### config.mk
export PLATFORM = sky130hd
export DESIGN_NAME = i2s_peak_meter_flat
export DESIGN_NICKNAME = d
export VERILOG_FILES = /design/src/rtl/i2s_peak_meter_pkg.sv /design/src/rtl/i2s_peak_meter_if.sv /design/src/rtl/i2s_peak_meter_chan.sv /design/src/rtl/i2s_peak_meter.sv /design/src/flat_wrapper.sv
export SDC_FILE = /design/constraint.sdc
export NUM_CORES = 1
export LEC_CHECK = 0
export CORE_MARGIN = 1
export CORE_UTILIZATION = 51
export CTS_CLUSTER_DIAMETER = 200
export DETAILED_ROUTE_END_ITERATION = 8
export HOLD_SLACK_MARGIN = 0.06
export PLACE_DENSITY = 0.82
export SLEW_MARGIN = 10
export SYNTH_ARGS = -nofsm -noshare
export SYNTH_HDL_FRONTEND = slang
export SYNTH_SLANG_ARGS = --single-unit
### constraint.sdc
create_clock -name clk -period 4.81 [get_ports clk]
set_input_delay 0.481 -clock clk [delete_from_list [all_inputs] [get_ports clk]]
set_output_delay 0.481 -clock clk [all_outputs]
set_load 0.02 [all_outputs]
### src/rtl/i2s_peak_meter_pkg.sv
// Shared types, defaults and the saturating magnitude helper for the I2S peak meter.
// Consumed by the interface, the per-channel tracker and the top level.
package i2s_meter_pkg;

    localparam int DEF_W_OUT       = 16;
    localparam int DEF_HOLD_FRAMES = 4;
    localparam int DEF_DECAY_SHIFT = 3;

    typedef logic [DEF_W_OUT-1:0] level_t;

    localparam level_t LEVEL_MAX = level_t'({1'b0, {(DEF_W_OUT-1){1'b1}}});
    localparam level_t LEVEL_MIN = level_t'({1'b1, {(DEF_W_OUT-1){1'b0}}});

    typedef struct packed {
        level_t mag;
        logic   clip;
    } abs_t;

    // The most negative sample has no positive twin, so it folds onto full scale.
    function automatic abs_t sat_abs(input level_t sample);
        abs_t                        r;
        logic signed [DEF_W_OUT-1:0] s;
        s = signed'(sample);
        if (sample == LEVEL_MIN) begin
            r.mag = LEVEL_MAX;
        end else if (s < 0) begin
            r.mag = level_t'(-s);
        end else begin
            r.mag = sample;
        end
        r.clip = (r.mag == LEVEL_MAX);
        return r;
    endfunction

endpackage

### src/rtl/i2s_peak_meter_if.sv
// Serial input and level-output bundle of the I2S peak meter.
// master drives the serial line and clip clear; slave is the meter itself.
interface i2s_peak_meter_if;
    import i2s_meter_pkg::*;

    logic       bclk;
    logic       lrclk;
    logic       sd;
    logic       clip_clr;
    level_t     peak_l;
    level_t     peak_r;
    logic       clip_l;
    logic       clip_r;
    logic       valid;
    logic [7:0] bar_l;
    logic [7:0] bar_r;

    modport master (
        output bclk, lrclk, sd, clip_clr,
        input  peak_l, peak_r, clip_l, clip_r, valid, bar_l, bar_r
    );

    modport slave (
        input  bclk, lrclk, sd, clip_clr,
        output peak_l, peak_r, clip_l, clip_r, valid, bar_l, bar_r
    );

endinterface

### src/rtl/i2s_peak_meter_chan.sv
// One channel of the meter: peak capture, hold countdown, exponential decay
// and the sticky clip flag. Updates on the cycle upd_i is high.
module i2s_meter_chan
    import i2s_meter_pkg::*;
#(
    parameter int HOLD_FRAMES = DEF_HOLD_FRAMES,
    parameter int DECAY_SHIFT = DEF_DECAY_SHIFT
) (
    input  logic   clk,
    input  logic   rst,
    input  logic   upd_i,
    input  level_t sample_i,
    input  logic   clip_clr_i,
    output level_t peak_o,
    output logic   clip_o
);
    localparam int                HOLD_W    = $clog2(HOLD_FRAMES + 1);
    localparam logic [HOLD_W-1:0] HOLD_INIT = HOLD_W'(HOLD_FRAMES);

    level_t            peak_q, peak_d, step;
    logic [HOLD_W-1:0] hold_q, hold_d;
    logic              clip_q, clip_d;
    abs_t              abs_s;

    always_comb begin
        abs_s = sat_abs(sample_i);
        // A minimum step of one keeps small peaks moving so they always reach zero.
        step  = peak_q >> DECAY_SHIFT;
        if (step == '0) begin
            step = level_t'(peak_q != '0);
        end
        peak_d = peak_q;
        hold_d = hold_q;
        clip_d = clip_q & ~clip_clr_i;
        if (upd_i) begin
            if (abs_s.mag > peak_q) begin
                peak_d = abs_s.mag;
                hold_d = HOLD_INIT;
            end else if (hold_q != '0) begin
                hold_d = hold_q - HOLD_W'(1);
            end else begin
                peak_d = peak_q - step;
            end
            if (abs_s.clip) begin
                clip_d = 1'b1;
            end
        end
    end

    always_ff @(posedge clk or negedge rst) begin
        if (!rst) begin
            peak_q <= '0;
            hold_q <= '0;
            clip_q <= 1'b0;
        end else begin
            peak_q <= peak_d;
            hold_q <= hold_d;
            clip_q <= clip_d;
        end
    end

    assign peak_o = peak_q;
    assign clip_o = clip_q;

endmodule

### src/rtl/i2s_peak_meter.sv
// I2S stereo deserialiser feeding two peak/hold/decay trackers and clip flags.
// Define I2S_PEAK_METER_BAR_EN to build the registered 8-step thermometer bars.
module i2s_peak_meter
    import i2s_meter_pkg::*;
#(
    parameter int W_SLOT      = 32,
    parameter int W_OUT       = DEF_W_OUT,
    parameter int HOLD_FRAMES = DEF_HOLD_FRAMES,
    parameter int DECAY_SHIFT = DEF_DECAY_SHIFT
) (
    input logic             clk,
    input logic             rst,
    i2s_peak_meter_if.slave bus
);
    localparam int               CNT_W    = $clog2(W_SLOT + 1);
    localparam logic [CNT_W-1:0] CNT_FULL = CNT_W'(W_SLOT);
    localparam logic [CNT_W-1:0] CNT_LAST = CNT_W'(W_SLOT - 1);

    logic              bclk_q, rise;
    logic              lr_prev_q, lr_prev_d, lr_known_q, lr_known_d;
    logic [CNT_W-1:0]  bit_cnt_q, bit_cnt_d;
    logic [W_SLOT-1:0] shreg_q, shreg_d, shifted;
    logic              close_l_q, close_l_d, close_r_q, close_r_d;
    level_t            sample_q, sample_d;
    logic              upd_r_q, valid_q;
    level_t            peak_l, peak_r;
    logic              clip_l, clip_r;

    always_comb begin
        rise       = bus.bclk & ~bclk_q;
        shifted    = {shreg_q[W_SLOT-2:0], bus.sd};
        shreg_d    = shreg_q;
        bit_cnt_d  = bit_cnt_q;
        lr_prev_d  = lr_prev_q;
        lr_known_d = lr_known_q;
        sample_d   = sample_q;
        close_l_d  = 1'b0;
        close_r_d  = 1'b0;
        if (rise) begin
            if (!lr_known_q) begin
                // Joining mid-stream: park the counter past full so this slot can never close.
                lr_prev_d  = bus.lrclk;
                lr_known_d = 1'b1;
                bit_cnt_d  = CNT_FULL;
            end else if (bus.lrclk != lr_prev_q) begin
                if (bit_cnt_q < CNT_FULL) begin
                    shreg_d = shifted;
                end
                lr_prev_d = bus.lrclk;
                bit_cnt_d = '0;
                if (bit_cnt_q == CNT_LAST) begin
                    sample_d  = shifted[W_SLOT-1 -: W_OUT];
                    close_l_d = ~lr_prev_q;
                    close_r_d = lr_prev_q;
                end
            end else if (bit_cnt_q < CNT_FULL) begin
                shreg_d   = shifted;
                bit_cnt_d = bit_cnt_q + CNT_W'(1);
            end
        end
    end

    always_ff @(posedge clk or negedge rst) begin
        if (!rst) begin
            bclk_q     <= 1'b0;
            lr_prev_q  <= 1'b0;
            lr_known_q <= 1'b0;
            bit_cnt_q  <= '0;
            shreg_q    <= '0;
            sample_q   <= '0;
            close_l_q  <= 1'b0;
            close_r_q  <= 1'b0;
            upd_r_q    <= 1'b0;
            valid_q    <= 1'b0;
        end else begin
            bclk_q     <= bus.bclk;
            lr_prev_q  <= lr_prev_d;
            lr_known_q <= lr_known_d;
            bit_cnt_q  <= bit_cnt_d;
            shreg_q    <= shreg_d;
            sample_q   <= sample_d;
            close_l_q  <= close_l_d;
            close_r_q  <= close_r_d;
            upd_r_q    <= close_r_q;
            valid_q    <= upd_r_q;
        end
    end

    i2s_meter_chan #(.HOLD_FRAMES(HOLD_FRAMES), .DECAY_SHIFT(DECAY_SHIFT)) u_chan_l (
        .clk        (clk),
        .rst        (rst),
        .upd_i      (close_l_q),
        .sample_i   (sample_q),
        .clip_clr_i (bus.clip_clr),
        .peak_o     (peak_l),
        .clip_o     (clip_l)
    );

    i2s_meter_chan #(.HOLD_FRAMES(HOLD_FRAMES), .DECAY_SHIFT(DECAY_SHIFT)) u_chan_r (
        .clk        (clk),
        .rst        (rst),
        .upd_i      (close_r_q),
        .sample_i   (sample_q),
        .clip_clr_i (bus.clip_clr),
        .peak_o     (peak_r),
        .clip_o     (clip_r)
    );

`ifdef I2S_PEAK_METER_BAR_EN
    logic [7:0] bar_l_q, bar_r_q;

    function automatic logic [7:0] bar_of(input level_t p);
        logic [7:0] b;
        for (int k = 0; k < 8; k++) begin
            b[k] = (p >= (level_t'(1) << (W_OUT - 8 + k)));
        end
        return b;
    endfunction

    // Bars refresh together with valid, i.e. once per completed frame.
    always_ff @(posedge clk or negedge rst) begin
        if (!rst) begin
            bar_l_q <= '0;
            bar_r_q <= '0;
        end else if (upd_r_q) begin
            bar_l_q <= bar_of(peak_l);
            bar_r_q <= bar_of(peak_r);
        end
    end

    assign bus.bar_l = bar_l_q;
    assign bus.bar_r = bar_r_q;
`else
    assign bus.bar_l = '0;
    assign bus.bar_r = '0;
`endif

    assign bus.peak_l = peak_l;
    assign bus.peak_r = peak_r;
    assign bus.clip_l = clip_l;
    assign bus.clip_r = clip_r;
    assign bus.valid  = valid_q;

endmodule

### src/flat_wrapper.sv
// flat-port wrapper written by rule: the top's interface ports become plain ports
module i2s_peak_meter_flat import i2s_meter_pkg::*;
#(
    parameter int W_SLOT      = 32,
    parameter int W_OUT       = DEF_W_OUT,
    parameter int HOLD_FRAMES = DEF_HOLD_FRAMES,
    parameter int DECAY_SHIFT = DEF_DECAY_SHIFT
)
  (clk, rst, bus_bclk, bus_lrclk, bus_sd, bus_clip_clr, bus_peak_l, bus_peak_r, bus_clip_l, bus_clip_r, bus_valid, bus_bar_l, bus_bar_r);
  i2s_peak_meter_if bus_i ();
  input logic clk;
  input logic rst;
  input wire logic [$bits(bus_i.bclk)-1:0] bus_bclk;
  input wire logic [$bits(bus_i.lrclk)-1:0] bus_lrclk;
  input wire logic [$bits(bus_i.sd)-1:0] bus_sd;
  input wire logic [$bits(bus_i.clip_clr)-1:0] bus_clip_clr;
  output wire logic [$bits(bus_i.peak_l)-1:0] bus_peak_l;
  output wire logic [$bits(bus_i.peak_r)-1:0] bus_peak_r;
  output wire logic [$bits(bus_i.clip_l)-1:0] bus_clip_l;
  output wire logic [$bits(bus_i.clip_r)-1:0] bus_clip_r;
  output wire logic [$bits(bus_i.valid)-1:0] bus_valid;
  output wire logic [$bits(bus_i.bar_l)-1:0] bus_bar_l;
  output wire logic [$bits(bus_i.bar_r)-1:0] bus_bar_r;
  assign bus_i.bclk = bus_bclk;
  assign bus_i.lrclk = bus_lrclk;
  assign bus_i.sd = bus_sd;
  assign bus_i.clip_clr = bus_clip_clr;
  assign bus_peak_l = bus_i.peak_l;
  assign bus_peak_r = bus_i.peak_r;
  assign bus_clip_l = bus_i.clip_l;
  assign bus_clip_r = bus_i.clip_r;
  assign bus_valid = bus_i.valid;
  assign bus_bar_l = bus_i.bar_l;
  assign bus_bar_r = bus_i.bar_r;
  i2s_peak_meter #(.W_SLOT(W_SLOT), .W_OUT(W_OUT), .HOLD_FRAMES(HOLD_FRAMES), .DECAY_SHIFT(DECAY_SHIFT)) u_core (.clk(clk), .rst(rst), .bus(bus_i));
endmodule
; ---- Yosys cells after proc, flatten, opt, wreduce, memory -nomap -nowiden
; Cells that the tools add are included.
[totals]
ff_bits = 100
wordCells = 85
input_bits = 6
[classes]
order_cmp = 4
bitwise_logic = 6
n_reduce_logical = 16
eq_ne = 8
muxes = 29
add_sub_neg = 6
[op_table]
columns = cell, count
row1 = 2-to-1 mux 16 bit, 6
row2 = greater-than comparator 16 bit, 2
row3 = logical NOT 16 bit, 2
row4 = nonzero test 16 bit, 2
row5 = subtractor 16 bit, 2
row6 = 2-to-1 mux 13 bit, 2
row7 = 2-to-1 mux 6 bit, 3
row8 = "equality test 16 x 15 -> 1 bit, second input constant", 1
row9 = "equality test 16 bit, second input constant", 1
row10 = "less-than comparator 16 x 1 -> 1 bit, second input constant", 1
row11 = negator 16 bit, 1
row12 = 2-to-1 mux 1 bit, 14
row13 = 2-to-1 mux 3 bit, 4
row14 = AND reduction 2 bit, 6
row15 = "adder 6 x 1 -> 6 bit, second input constant", 1
row16 = "equality test 6 x 5 -> 1 bit, second input constant", 1
row17 = "less-than comparator 6 bit, second input constant", 1
row18 = "!= test 2 bit, second input constant", 3
row19 = nonzero test 3 bit, 2
row20 = "subtractor 3 x 1 -> 3 bit, second input constant", 2
row21 = AND reduction 4 bit, 1
row22 = nonzero test 2 bit, 2
row23 = AND 1 bit, 3
row24 = "!= test 3 bit, second input constant", 1
row25 = other kinds (3), 5

; ---- Longest topological paths before layout
[logic_depth]
depth_word = 6
depth_mapped = 17
depth_no_buf = 15

; ---- Cells and area by module
; Synthesis repeated with hierarchy kept, for this count alone.
[hier_totals]
hier_cells = 876
hier_area_um2 = 7923.8
[by_module_without_submodules]
columns = mod, area_each_um2, cells_each, n_inst, seq_area_each_um2
row1 = i2s_meter_chan at u_core.u_chan_r, 2847.7, 377, 1, 500.5
row2 = i2s_meter_chan at u_core.u_chan_l, 2618.8, 332, 1, 500.5
row3 = i2s_peak_meter, 2457.4, 167, 1, 1501.4

; ---- Least setup slack after synthesis
; OpenSTA, ideal clock, no wires.
[synth_path]
kind = reg-to-reg
startpoint = register u_core.sample_q[2]
endpoint = register u_core.u_chan_r.peak_q[11], in the netlist u_core.u_chan_r.peak_o[11]
path_buffers = 2
setup_slack_ns = 1.213
path_stages_with_launch = 15
t_arrival_ns = 3.456
path_cell_list = dfrtp_1 buf_6 nor4_4 nand2_1 o41ai_1 mux2i_1 ha_1 nand4_1 nor2_1 a221o_1 or3_1 and2_1 buf_2 nor3_2 a222oi_1
[synth_between]
elab_chain_cells = 6
[synth_rtl]
columns = item, line_no
row1 = from (decl), i2s_peak_meter.sv:24  ; level_t sample_q, sample_d;
row2 = from (signal assigned), i2s_peak_meter.sv:81  ; sample_q <= sample_d;
row3 = negator 16 bit / less-than comparator 16 x 1 -> 1 bit (equally long branches), "i2s_peak_meter_pkg.sv:27, i2s_peak_meter_pkg.sv:26"
row4 = 2-to-1 mux 16 bit, i2s_peak_meter_pkg.sv:26  ; end else if (s < 0) begin
row5 = 2-to-1 mux 16 bit (*), i2s_peak_meter_pkg.sv:24  ; if (sample == LEVEL_MIN) begin
row6 = greater-than comparator 16 bit, i2s_peak_meter_chan.sv:36  ; if (abs_s.mag > peak_q) begin
row7 = != test 2 bit (no line), n/a
row8 = AND reduction 2 bit (no line), n/a
row9 = to (signal assigned), i2s_peak_meter_chan.sv:56  ; peak_q <= peak_d;
row10 = to (decl), i2s_peak_meter_chan.sv:20  ; level_t peak_q, peak_d, step;
; Every way passes the cells marked *; elsewhere a longest branch is shown, timed or not.
; A chain may end at the register's enable or synchronous reset.

; ---- Worst setup path in the final report
[layout_path]
startpoint = register u_core.sample_q[2]
endpoint = register u_core.u_chan_l.peak_q[11], in the netlist u_core.u_chan_l.peak_o[11]
[layout_between]
elab_chain_cells = 6
[layout_rtl]
columns = item, line_no
row1 = negator 16 bit / less-than comparator 16 x 1 -> 1 bit (equally long branches), "i2s_peak_meter_pkg.sv:27, i2s_peak_meter_pkg.sv:26"
row2 = 2-to-1 mux 16 bit, i2s_peak_meter_pkg.sv:26
row3 = 2-to-1 mux 16 bit (*), i2s_peak_meter_pkg.sv:24
row4 = greater-than comparator 16 bit, i2s_peak_meter_chan.sv:36
row5 = != test 2 bit (no line), n/a
row6 = AND reduction 2 bit (no line), n/a
row7 = to (signal assigned), i2s_peak_meter_chan.sv:56
row8 = to (decl), i2s_peak_meter_chan.sv:20
; Marks and branches as above.

==> impl_metrics.tcl <==
set metrics [dict create \
    rows 42 \
    antenna_left 0 \
    p_sw_share_pct 23.4 \
    gr-total-overflow 0 \
    clk_latency_ns 0.35 \
    setup_viol 0 \
    final_core_util_pct 58.7 \
    syn_area_per_cell_um2 9.44 \
    finalClockSkew_ns 0.00852 \
    slew-limit-headroom_pct 32.7 \
    drtIter0Drc 589 \
    syn-cell-area_mm2 0.00716 \
    grt_usage_pct 23.0 \
    cts_root_buf "clkbuf_16" \
    clockBufferDepth 2 \
    die_y_um 121 \
    final_cell_area_mm2 0.00790 \
    nFillCells 1157 \
    fin_crit_ns 4.48 \
    crit_required_ns 5.10 \
    wl_um 16200 \
    cap_violations 0 \
    portBuffers 40 \
    routed_via_density 5.99 \
    net-switching-power_uw 424 \
    cp_max_fo 12 \
    worstMarginPinSlew_ns 1.00 \
    drt_first_pass_iters 6 \
    ys_types 79 \
    grt_pass1_vias 5629 \
    power.total_uw 1810 \
    drv_slew 0 \
    hold_slack_ns 0.223 \
    place_congestion 0.905 \
    ys_ff_latch 100 \
    leakagePower_uw 0.00348 \
    wire_per_inst_um 16.7 \
    num_antenna_cells 0 \
    antenna_found_initial 0 \
    synthFlopType "dfrtp_1" \
    clkPwrFrac_pct 41.6 \
    grt_pass1_wl_um 26900 \
    cts.sinks 100 \
    synth_edf_count 0 \
    drc 0 \
    async_reset_ff_share_pct 100 \
    seqPwrFrac_pct 51.8 \
    finalHoldViolCount 0 \
    path_class "flip-flop to flip-flop" \
    fin_crit_sh_pct 93.1 \
    tns_ns 0 \
    cts_setup_buffers 0 \
    cp.arrival_ns 4.77 \
    area_delta_synth_final_pct 10.3 \
    hold_class "input port to async pin" \
    grt_max_degree 69 \
    fmax_mhz 223 \
    intPower_uw 1390 \
    holdBufCountCts 0 \
    start_kind "flip-flop" \
    cts_max_level 3 \
    drive_above_1_share_pct 11.6 \
    peakVddDrop_v 0.000347 \
    pwr-share-comb_pct 6.6 \
    top_level_ports 57 \
    initial_core_util_pct 53.2 \
    fp.dieW_um 121 \
    outcome "completed" \
    place_area_mm2 0.00759 \
    die-area_mm2 0.0145 \
    yosysSeqAreaShare_pct 34.9 \
    clk_pin_slew_ns 0.07 \
    cts_tree "done" \
    nNetsFinal 862 \
    end_kind "flip-flop" \
    core-area_mm2 0.0135 \
    rsz0062_at_grt "no" \
    yosys_warnings 0 \
    num_vias 5812 \
    ctsResizeCount 0 \
    powerDensity_mw_per_mm2 230 \
    syn_inst 759 \
    detailed_place_hpwl_um 12000 \
    cts-buffers-inserted 9 \
]
[flip-flops by register name, indices dropped and copies added, names as in the netlist, 3 cells and up]
register / flops
u_core.shreg_q: 31
u_core.bit_cnt_q: 6
u_core.u_chan_r.hold_q: 3
u_core.u_chan_l.hold_q: 3
u_core.u_chan_r.peak_o: 16
u_core.sample_q: 16
u_core.u_chan_l.peak_o: 16
[synthesized netlist by cell type, types with 3 or more instances]
library cell / count / share of area, %
dfrtp_1: 100 / 35
inv_1: 74 / 3.9
ha_1: 64 / 11
nand2_1: 49 / 2.6
a21oi_1: 46 / 3.2
mux2_2: 45 / 7.1
nor2_1: 39 / 2.0
o21ai_0: 39 / 2.7
nand3_1: 20 / 1.4
buf_4: 19 / 2.0
o22ai_1: 17 / 1.5
nor3_1: 15 / 1.0
xnor2_1: 14 / 1.7
nand4_1: 11 / 0.96
nor2b_1: 11 / 0.96
a211oi_1: 10 / 1.0
clkbuf_1: 10 / 0.52
mux2i_1: 10 / 1.4
nor4_1: 10 / 0.87
xor2_1: 10 / 1.2
nand2b_1: 8 / 0.70
o21a_1: 8 / 0.84
o211ai_1: 7 / 0.73
buf_6: 6 / 0.94
a21o_1: 5 / 0.52
a22oi_1: 5 / 0.52
a31oi_1: 5 / 0.44
o31a_1: 5 / 0.61
or3_1: 5 / 0.44
a2111oi_2: 4 / 0.84
a221o_1: 4 / 0.56
a221oi_1: 4 / 0.49
a2bb2oi_1: 4 / 0.49
buf_2: 4 / 0.28
o2bb2ai_1: 4 / 0.49
o31ai_1: 4 / 0.42
and2_1: 3 / 0.26
and3_1: 3 / 0.26
o2111ai_1: 3 / 0.37
or2_2: 3 / 0.26
or4_1: 3 / 0.31
[critical path, stage by stage, from the launching register on]
cell	delay, ns
dfrtp_1	0.51
nor4_4	0.43
and2_0	0.37
and3_2	0.27
a211oi_1	0.05
a31oi_1	0.39
ha_1	0.35
a21oi_1	0.16
o21a_1	0.14
o2bb2ai_1	0.08
o31ai_2	0.87
nand3_4	0.23
a2111oi_2	0.38
a221o_1	0.18
[final timing paths]
kind | startpoint | end | slack (ns) | cells after the start
setup / recovery | u_core.sample_q[2] | u_core.u_chan_l.peak_o[11] | 0.33 | 13
hold / removal | rst | u_core.bit_cnt_q[3] | 0.22 | 1
setup reg to reg | u_core.sample_q[2] | u_core.u_chan_l.peak_o[11] | 0.33 | 13
hold reg to reg | u_core.upd_r_q | u_core.bus.valid | 0.36 | 0
max in group asynchronous | rst | u_core.u_chan_r.peak_o[1] | 3.64 | 2
min in group clk | u_core.upd_r_q | u_core.bus.valid | 0.36 | 0
[final cells by class]
| class | count | area [µm²] | share of cell area, % |
|---|---|---|---|
| clock buffers | 10 | 239 | 3.03 |
| clock inverters | 6 | 68.8 | 0.871 |
| inverters | 75 | 282 | 3.56 |
| multi-input cells | 558 | 4150 | 52.5 |
| flip-flops and latches | 100 | 2500 | 31.7 |
| well taps | 176 | 220 | 2.79 |
| repair buffers | 46 | 443 | 5.61 |
[metal layers]
metal | part of all wire (%) | vias up | track usage (%)
li1 | - | 2812 | -
met1 | 45 | 2783 | 30.5
met3 | 5.0 | 35 | 4.20
met4 | 2.0 | 0 | 8.72
met2 | 48 | 182 | 37.5
met5 | 0 | - | 0
[cell families after synthesis]
| logic type | Yosys count | share of synthesized area, % |
|---|---|---|
| flip-flops | 100 | 34.9 |
| AO/OA/AOI/OAI | 200 | 19.1 |
| XOR/XNOR | 24 | 2.93 |
| adder cells (fa/ha/maj) | 66 | 11.7 |
| AND/OR/NAND/NOR | 197 | 14.7 |
| buffers and inverters | 116 | 8.05 |
| other | 1 | 0.0524 |
| multiplexers | 55 | 8.47 |
[power groups by stage]
| stage | Combinational, µW | Clock, µW | Sequential, µW |
|---|---|---|---|
| 2_1_floorplan | 99.4 | 0 | 944 |
| 3_3_place_gp | 117 | 0 | 952 |
| 3_5_place_dp | 122 | 0 | 955 |
| 4_1_cts | 123 | 767 | 940 |
| 5_1_grt | 133 | 796 | 948 |
| 6_report | 119 | 755 | 939 |
[cells in the final DEF, fill, tap and decap left out, types with 11 or more instances in the layout]
master | synthesis | final
mux2_2 | 45 | 45
o21ai_0 | 39 | 39
nand2_1 | 49 | 49
nor3_1 | 15 | 15
ha_1 | 64 | 64
xnor2_1 | 14 | 14
nor2_1 | 39 | 39
conb_1 | 1 | 16
nand3_1 | 20 | 20
nand4_1 | 11 | 11
a21oi_1 | 46 | 46
inv_1 | 74 | 74
dfrtp_1 | 100 | 100
clkdlybuf4s50_1 | 0 | 39
o22ai_1 | 17 | 17
nor2b_1 | 11 | 11
[through the flow]
stage	std cells	worst slack, ns
floorplan	774	1.21
global placement	955	0.548
detailed placement	955	0.448
CTS	971	0.425
global route	971	0.0555
finish	971	0.334
No activity file was read; power rests on OpenSTA's default activity.
